$ cat config.mk
export PLATFORM = sky130hd
export DESIGN_NAME = fetch_ctrl
export DESIGN_NICKNAME = d
export VERILOG_FILES = /design/src/rtl/fetch_ctrl.sv
export SDC_FILE = /design/constraint.sdc
export NUM_CORES = 1
export LEC_CHECK = 0
export CAP_MARGIN = 0
export CORE_UTILIZATION = 49
export DETAILED_ROUTE_END_ITERATION = 8
export GPL_ROUTABILITY_DRIVEN = 0
export HOLD_SLACK_MARGIN = 0.02
export PLACE_DENSITY = 0.9
export SLEW_MARGIN = 20
export SYNTH_ARGS = -nofsm -noshare
export SYNTH_HDL_FRONTEND = slang
export SYNTH_SLANG_ARGS = --single-unit
$ cat constraint.sdc
create_clock -name clk -period 4.1 [get_ports clk]
set_input_delay 0.82 -clock clk [delete_from_list [all_inputs] [get_ports clk]]
set_output_delay 0.82 -clock clk [all_outputs]
set_load 0.01 [all_outputs]
$ cat src/rtl/fetch_ctrl.sv
// Fetch-stage sequencer for the 5-stage MIPS pipeline.
// Chooses the next PC (sequential, D-stage redirect, exception vector, EPC),
// runs the request/ready handshake with a variable-latency instruction memory,
// buffers a fetched word while D is stalled, and drains an outstanding fetch
// when a redirect or kill arrives before the memory has answered.
module fetch_ctrl #(
    parameter logic [31:0] RESET_PC   = 32'h0000_3000,
    parameter logic [31:0] PC_HI      = 32'h0000_6FFC,
    parameter logic [31:0] EXC_VECTOR = 32'h0000_4180
) (
    input  logic        clk,
    input  logic        reset,
    input  logic [31:0] pc_f,
    output logic [31:0] npc,
    output logic        pc_stall,
    input  logic        stall_hazard,
    input  logic        redirect_valid,
    input  logic [31:0] redirect_target,
    input  logic        exc_req,
    input  logic        eret_req,
    input  logic [31:0] epc,
    output logic        imem_req,
    output logic [31:0] imem_addr,
    input  logic        imem_ready,
    input  logic [31:0] imem_rdata,
    output logic [31:0] instr_f,
    output logic        instr_valid_f,
    output logic        adel_f
);

    // FETCH: a request is outstanding or may be issued.
    // HOLD : a fetched word sits in hold_buf while D is stalled.
    // DRAIN: a new PC is pending but the memory still owes us a word.
    typedef enum logic [1:0] {
        FETCH = 2'd0,
        HOLD  = 2'd1,
        DRAIN = 2'd2
    } state_t;

    state_t      state_reg, state_next;
    logic [31:0] hold_buf_reg, hold_buf_next;
    logic        pend_valid_reg, pend_valid_next;
    logic        pend_kill_reg, pend_kill_next;
    logic [31:0] pend_target_reg, pend_target_next;

    logic        bad_addr;
    logic        kill;
    logic [31:0] kill_target;
    logic [31:0] seq_pc;
    logic        fetch_req;
    logic        fetch_avail;
    logic        fetch_deliver;

    // Address checks and kill source selection, shared by every state.
    always_comb begin
        bad_addr    = (pc_f[1:0] != 2'b00) || (pc_f < RESET_PC) || (pc_f > PC_HI);
        kill        = exc_req | eret_req;
        kill_target = exc_req ? EXC_VECTOR : epc;
        seq_pc      = pc_f + 32'd4;
        // In FETCH a word is available either from memory or as the nop that
        // stands in for a faulting fetch address.
        fetch_req     = !bad_addr;
        fetch_avail   = bad_addr || imem_ready;
        fetch_deliver = fetch_avail && !stall_hazard;
    end

    // Next-state and output decode; each state decides delivery and PC load.
    always_comb begin
        state_next       = state_reg;
        hold_buf_next    = hold_buf_reg;
        pend_valid_next  = pend_valid_reg;
        pend_kill_next   = pend_kill_reg;
        pend_target_next = pend_target_reg;

        npc           = seq_pc;
        pc_stall      = 1'b1;
        imem_req      = 1'b0;
        imem_addr     = pc_f;
        instr_f       = 32'h0;
        instr_valid_f = 1'b0;
        adel_f        = 1'b0;

        if (reset) begin
            npc      = RESET_PC;
            pc_stall = 1'b0;
        end else begin
            case (state_reg)
                FETCH: begin
                    imem_req = fetch_req;
                    adel_f   = bad_addr;
                    instr_f  = bad_addr ? 32'h0 : imem_rdata;
                    if (kill) begin
                        // F is killed. A request still waiting on memory has to
                        // be drained before the new PC can be loaded.
                        if (fetch_req && !imem_ready) begin
                            pend_valid_next  = 1'b1;
                            pend_kill_next   = 1'b1;
                            pend_target_next = kill_target;
                            state_next       = DRAIN;
                        end else begin
                            npc      = kill_target;
                            pc_stall = 1'b0;
                        end
                    end else if (fetch_deliver) begin
                        // The word in F is delivered; a redirect in the same
                        // cycle treats it as the delay slot and loads the target.
                        instr_valid_f = 1'b1;
                        pc_stall      = 1'b0;
                        npc           = redirect_valid ? redirect_target : seq_pc;
                    end else if (imem_ready && fetch_req) begin
                        // Word arrived while D is stalled: park it.
                        hold_buf_next = imem_rdata;
                        state_next    = HOLD;
                    end else if (redirect_valid && !stall_hazard) begin
                        // Delay slot still in flight: remember the target.
                        pend_valid_next  = 1'b1;
                        pend_kill_next   = 1'b0;
                        pend_target_next = redirect_target;
                        state_next       = DRAIN;
                    end
                end

                HOLD: begin
                    instr_f = hold_buf_reg;
                    if (kill) begin
                        // Nothing outstanding in HOLD, so the kill loads at once.
                        npc             = kill_target;
                        pc_stall        = 1'b0;
                        pend_valid_next = 1'b0;
                        pend_kill_next  = 1'b0;
                        state_next      = FETCH;
                    end else if (!stall_hazard) begin
                        instr_valid_f = 1'b1;
                        pc_stall      = 1'b0;
                        // A redirect parked during DRAIN takes effect on release.
                        if (pend_valid_reg) begin
                            npc = pend_target_reg;
                        end else if (redirect_valid) begin
                            npc = redirect_target;
                        end else begin
                            npc = seq_pc;
                        end
                        pend_valid_next = 1'b0;
                        pend_kill_next  = 1'b0;
                        state_next      = FETCH;
                    end
                end

                DRAIN: begin
                    // Keep the original request alive on the held pc_f.
                    imem_req = 1'b1;
                    instr_f  = imem_rdata;
                    if (kill) begin
                        if (imem_ready) begin
                            npc             = kill_target;
                            pc_stall        = 1'b0;
                            pend_valid_next = 1'b0;
                            pend_kill_next  = 1'b0;
                            state_next      = FETCH;
                        end else begin
                            // The newest kill wins; it is never dropped.
                            pend_kill_next   = 1'b1;
                            pend_target_next = kill_target;
                        end
                    end else if (imem_ready) begin
                        if (pend_kill_reg) begin
                            // Discard the returning word.
                            npc             = pend_target_reg;
                            pc_stall        = 1'b0;
                            pend_valid_next = 1'b0;
                            pend_kill_next  = 1'b0;
                            state_next      = FETCH;
                        end else if (!stall_hazard) begin
                            // Delay slot delivered together with the PC load.
                            instr_valid_f   = 1'b1;
                            npc             = pend_target_reg;
                            pc_stall        = 1'b0;
                            pend_valid_next = 1'b0;
                            state_next      = FETCH;
                        end else begin
                            // Delay slot parked; the target loads on HOLD release.
                            hold_buf_next = imem_rdata;
                            state_next    = HOLD;
                        end
                    end
                end

                default: begin
                    state_next = FETCH;
                end
            endcase
        end
    end

    // State and buffer registers with synchronous reset.
    always_ff @(posedge clk) begin
        if (reset) begin
            state_reg       <= FETCH;
            hold_buf_reg    <= 32'h0;
            pend_valid_reg  <= 1'b0;
            pend_kill_reg   <= 1'b0;
            pend_target_reg <= 32'h0;
        end else begin
            state_reg       <= state_next;
            hold_buf_reg    <= hold_buf_next;
            pend_valid_reg  <= pend_valid_next;
            pend_kill_reg   <= pend_kill_next;
            pend_target_reg <= pend_target_next;
        end
    end

endmodule
==> results of run 1 <==
-- metal layers --
metal	overflow	global-route usage
met3	2	0.542
met1	1	0.670
met2	8	0.837
met5	0	0.198
met4	10	0.591
-- cells by family after synthesis --
kind of cell             Yosys count  synth area share
XOR/XNOR                          28            0.0321
AO/OA/AOI/OAI                    433             0.380
multiplexers                      49            0.0647
flip-flops                        68             0.178
buffers and inverters            157            0.0941
adder cells (fa/ha/maj)            5           0.00818
AND/OR/NAND/NOR                  417             0.243
-- through the flow --
stage          std cells   util  setup TNS [ps]  hold slack (ps)
2_1_floorplan       1157      -               0              461
3_3_place_gp        1665  0.751          -38960              472
3_5_place_dp        1665  0.751          -41850              487
4_1_cts             1701  0.793            -128              501
-- what timing repair did --
action,4_1_cts
buffers inserted,17
pin swaps,54
cloned,3
setup endpoints to repair,68
gates resized for setup,305
hold endpoints to repair,0
==> impl_results.md, run 1 <==
- Status: did not finish
- Fail Step: global routing
- Stop err: [ERROR GRT-0232] Routing congestion too high. Check the congestion heatmap in the GUI.
- Syn Area/Cell: roughly 6.6 µm²
- Top cells by count, synth: nor2_1 (196), nand2_1 (104), o21ai_0 (100), clkbuf_1 (89), a21oi_1 (86)
- Yosys warnings: 0
- Yosys top cell area share: 0.178
- Starting Density: 0.503
- H-tree level count: 3
- Flops & latches, synth: 68
- Placed Area: 11400 µm²
- I/O pin total: 235
- Cts bufs inserted: 9
- Top_reg_cell synth: dfxtp_1
- Die H: 127 µm
- Clk buf depth: 2
- Post-synthesis cell type count: 66
- Number of port buffers: 234
- Die W: 127 µm
- Hold Buf Count CTS: 0
- CTS Root Cell: clkbuf_16
- Post-place setup slack: -939 ps
- Sinks on Clock Net: 68
- WEP type: output port
- Synth area leader: dfxtp_1
- Total track usage: 0.665
- Remaining Overflow, GRT: 21
- DP HPWL: 27600 µm
- Critical endpoint after global-route timing repair: npc[17]
- Most frequent cell after synthesis: nor2_1
- Number of flops mapped to enable cells by yosys: 0
- Syn Inst Count: between 1k and 1.5k
- Sequential area share after synthesis: 0.178
- Mapped Nets: 1297
- Synth Cell Area: 7640 µm²
- Fraction of registers with async set/reset: 0
- Pin count of the biggest net entering global routing: 63
- Synth area leaders: dfxtp_1 (18%), nor2_1 (9.6%), o21ai_0 (6.5%)
- Row cnt: 45
==> inputs of run 2 (changes only) <==
CORE_UTILIZATION = 40   (was 49)
HOLD_SLACK_MARGIN = default   (was 0.02)
PLACE_DENSITY = default   (was 0.9)
PLACE_DENSITY_LB_ADDON = 0.15   (was default)
==> run 2 against run 1 <==
Compared with the run above: the flow now finishes, with violations (negative setup slack); area after synthesis stayed put; synthesized cell count did not move.
==> impl_results.md, run 2 <==
- Pin count of the biggest net entering global routing: just under 50
- Synth Cell Area: 7640 µm² (unchanged)
- Yosys warnings: 0 (unchanged)
- Via/cell ratio: 6.40
- Fraction of registers with async set/reset: 0 (unchanged)
- Met2 wire length: 16800 µm
- Remaining Overflow, GRT: 0
- Later-pin clock latency in the skew report: 360 ps
- Failing checks: negative setup slack
- Commonest cells after routing, fill and taps aside: buf_4 (228), nor2_1 (189), clkdlybuf4s50_1 (138)
- Share of cells above drive strength 1: 0.277
- WS Path Type: in2out
- Number of global-route vias before repair: ~11k
- Total track usage: 0.380
- Final core utilization: 0.677
- Mapped Nets: 1297 (unchanged)
- Flops & latches, synth: 68 (unchanged)
- Slew HR: 0.553
- Least-Margin Pin Slew: 670 ps
- I/O pin total: 235 (unchanged)
- Post-Route WL: 38800 µm
- Highest routed layer: met4
- M1 WL: 14900 µm
- Sequential area share after synthesis: 0.178 (unchanged)
- Fin nets: 1672
- Most frequent cell after synthesis: nor2_1
- Post-place setup slack: -978 ps (-38.9 ps)
- H-tree level count: 3 (unchanged)
- Area Overhead vs Synth: 65.7%
- Met3 wire length: 4710 µm
- Yosys top cell area share: 0.178 (unchanged)
- Critical Path Fanout Max: 8
- Design area: 12700 µm²
- Starting Density: 0.409 (-0.0942)
- Area of the core: 18700 µm²
- Critical Path RT: 3280 ps
- Arr. time, crit path: 3340 ps
- Cts bufs inserted: 9 (unchanged)
- CTS tree: done
- Clk buf depth: 2 (unchanged)
- DR DRC count: 0
- Iter 0 DRT Violations: 1344
- Synth area leader: dfxtp_1
- Syn Area/Cell: 6.61 µm² (unchanged)
- Leakage: 5.04 nW
- Die ar.: 19700 µm²
- PnR worst setup slack: -55.5 ps
- RSZ-0062 raised after global routing: yes
- Hold Buf Count CTS: 0 (unchanged)
- Pre-antenna DRT Iters: 7
- Min Tclk post-route: 4160 ps
- Initial antenna violation count: 0
- Top_reg_cell synth: dfxtp_1
- Max Clk Rate: 0.241 GHz
- Commonest non-fill, non-tap cell in the layout: buf_4
- Syn Inst Count: 1157 (unchanged)
- Placed Area: 11700 µm² (+2.4%)
- Die W: 140 µm (+11%)
- Post-synthesis cell type count: 66 (unchanged)
- Power per cell area: roughly 360 nW/µm²
- Number of setup violations in the final report: 7
- Row cnt: 50 (+11%)
- Antenna diodes: 0
- CTS Root Cell: clkbuf_16
- First-pass GRT wire length: 58300 µm
- Setup crit start kind: primary input
- Design Power: 4.62 mW
- Status: finished, violations left
- DP HPWL: 27200 µm (-1.4%)
- Clk slew on worst S/H paths: 70 ps
- Endpoints failing hold: 0
- Critical Path Sink Type: output pin
- MaxCap Viol Count: 0
- Number of port buffers: 234 (unchanged)
- Average wire per standard cell: 21.9 µm
- Max Slew Vio Count: 0
- Number of nets with antenna violations after routing: 0
- Sinks on Clock Net: 68 (unchanged)
- Top cells by count, synth: nor2_1 (196), nand2_1 (104), o21ai_0 (100), clkbuf_1 (89), a21oi_1 (86)
- HP Class: reg2reg
- Final Cycle Share: 1.01
- Max Clock Skew: 9.71 ps
- Die H: 140 µm (+11%)
- Hold WS: 500 ps
- Worst vdd ir: approximately 280 µV
- Synth area leaders: dfxtp_1 (18%), nor2_1 (9.6%), o21ai_0 (6.5%)
- Vias post-DR: 11.3k
- Number of flops mapped to enable cells by yosys: 0 (unchanged)
## run 2: cell counts after synthesis
No cell type changed its count.
## run 2: worst paths after layout
| path | start | end | slack (ps) | depth (start not counted) |
|---|---|---|---|---|
| setup / recovery | pc_f[24] | npc[26] | -60 | 11 |
| hold / removal | hold_buf_reg[0] | hold_buf_reg[0] | 500 | 2 |
| setup reg to reg | state_reg[0] | pend_target_reg[31] | 1610 | 9 |
| hold reg to reg | hold_buf_reg[0] | hold_buf_reg[0] | 500 | 2 |
## run 2: per-layer routing
layer | track usage | vias to the layer above
met5 | 0 | -
met4 | 0.219 | 0
met3 | 0.0885 | 231
met2 | 0.582 | 889
met1 | 0.486 | 5192
li1 | - | 5027
## run 2: cell type report
type                    count  area, µm²
clock inverters             7       82.6
repair buffers            500       4450
well taps                 234        293
flip-flops and latches     68       1360
fillers                  1572       6040
clock buffers               9        225
inverters                  21       78.8
multi-input cells         932       6180
## run 2: logic make-up (layout without fill, tap and decap cells)
logic type	count (synthesis)	after routing	share of synthesized area
xor+xnor	28	28	0.0321
simple gates	417	417	0.243
compound gates	433	433	0.380
fa+ha+maj	5	5	0.00818
mux	49	49	0.0647
flops	68	68	0.178
buf+inv	157	537	0.0941
## run 2: power breakdown
group | total [mW] | internal [mW] | switching (mW)
Combinational | 2.99 | 1.26 | 1.73
Clock | 0.865 | 0.483 | 0.382
Sequential | 0.768 | 0.715 | 0.0527
Total | 4.62 | 2.46 | 2.17
## run 2: per-stage QoR
step / setup TNS (ps) / cells
final: -138 / 1771
after detailed placement: -38040 / 1735
after global routing: -1180 / 1771
after floorplan: 0 / 1157
after global placement: -38330 / 1735
after CTS: -157 / 1767
## run 2: what timing repair did
| action | 4_1_cts | 5_1_grt |
|---|---|---|
| endpoints found under the setup margin | 67 | 59 |
| pin swaps | 46 | 52 |
| resized for setup | 269 | 94 |
| buffers inserted | 17 | 6 |
| cloned | 1 | 0 |
## run 2: critical path, stage by stage
cell and delay, ps:
buf_6 90, or4_4 540, or4_4 530, buf_6 160
o211ai_1 180, buf_4 220, buf_6 110, o221ai_2 100
o311a_1 130, a311oi_2 260, buf_2 190
Note: power is estimated with default switching activity, not from simulation.
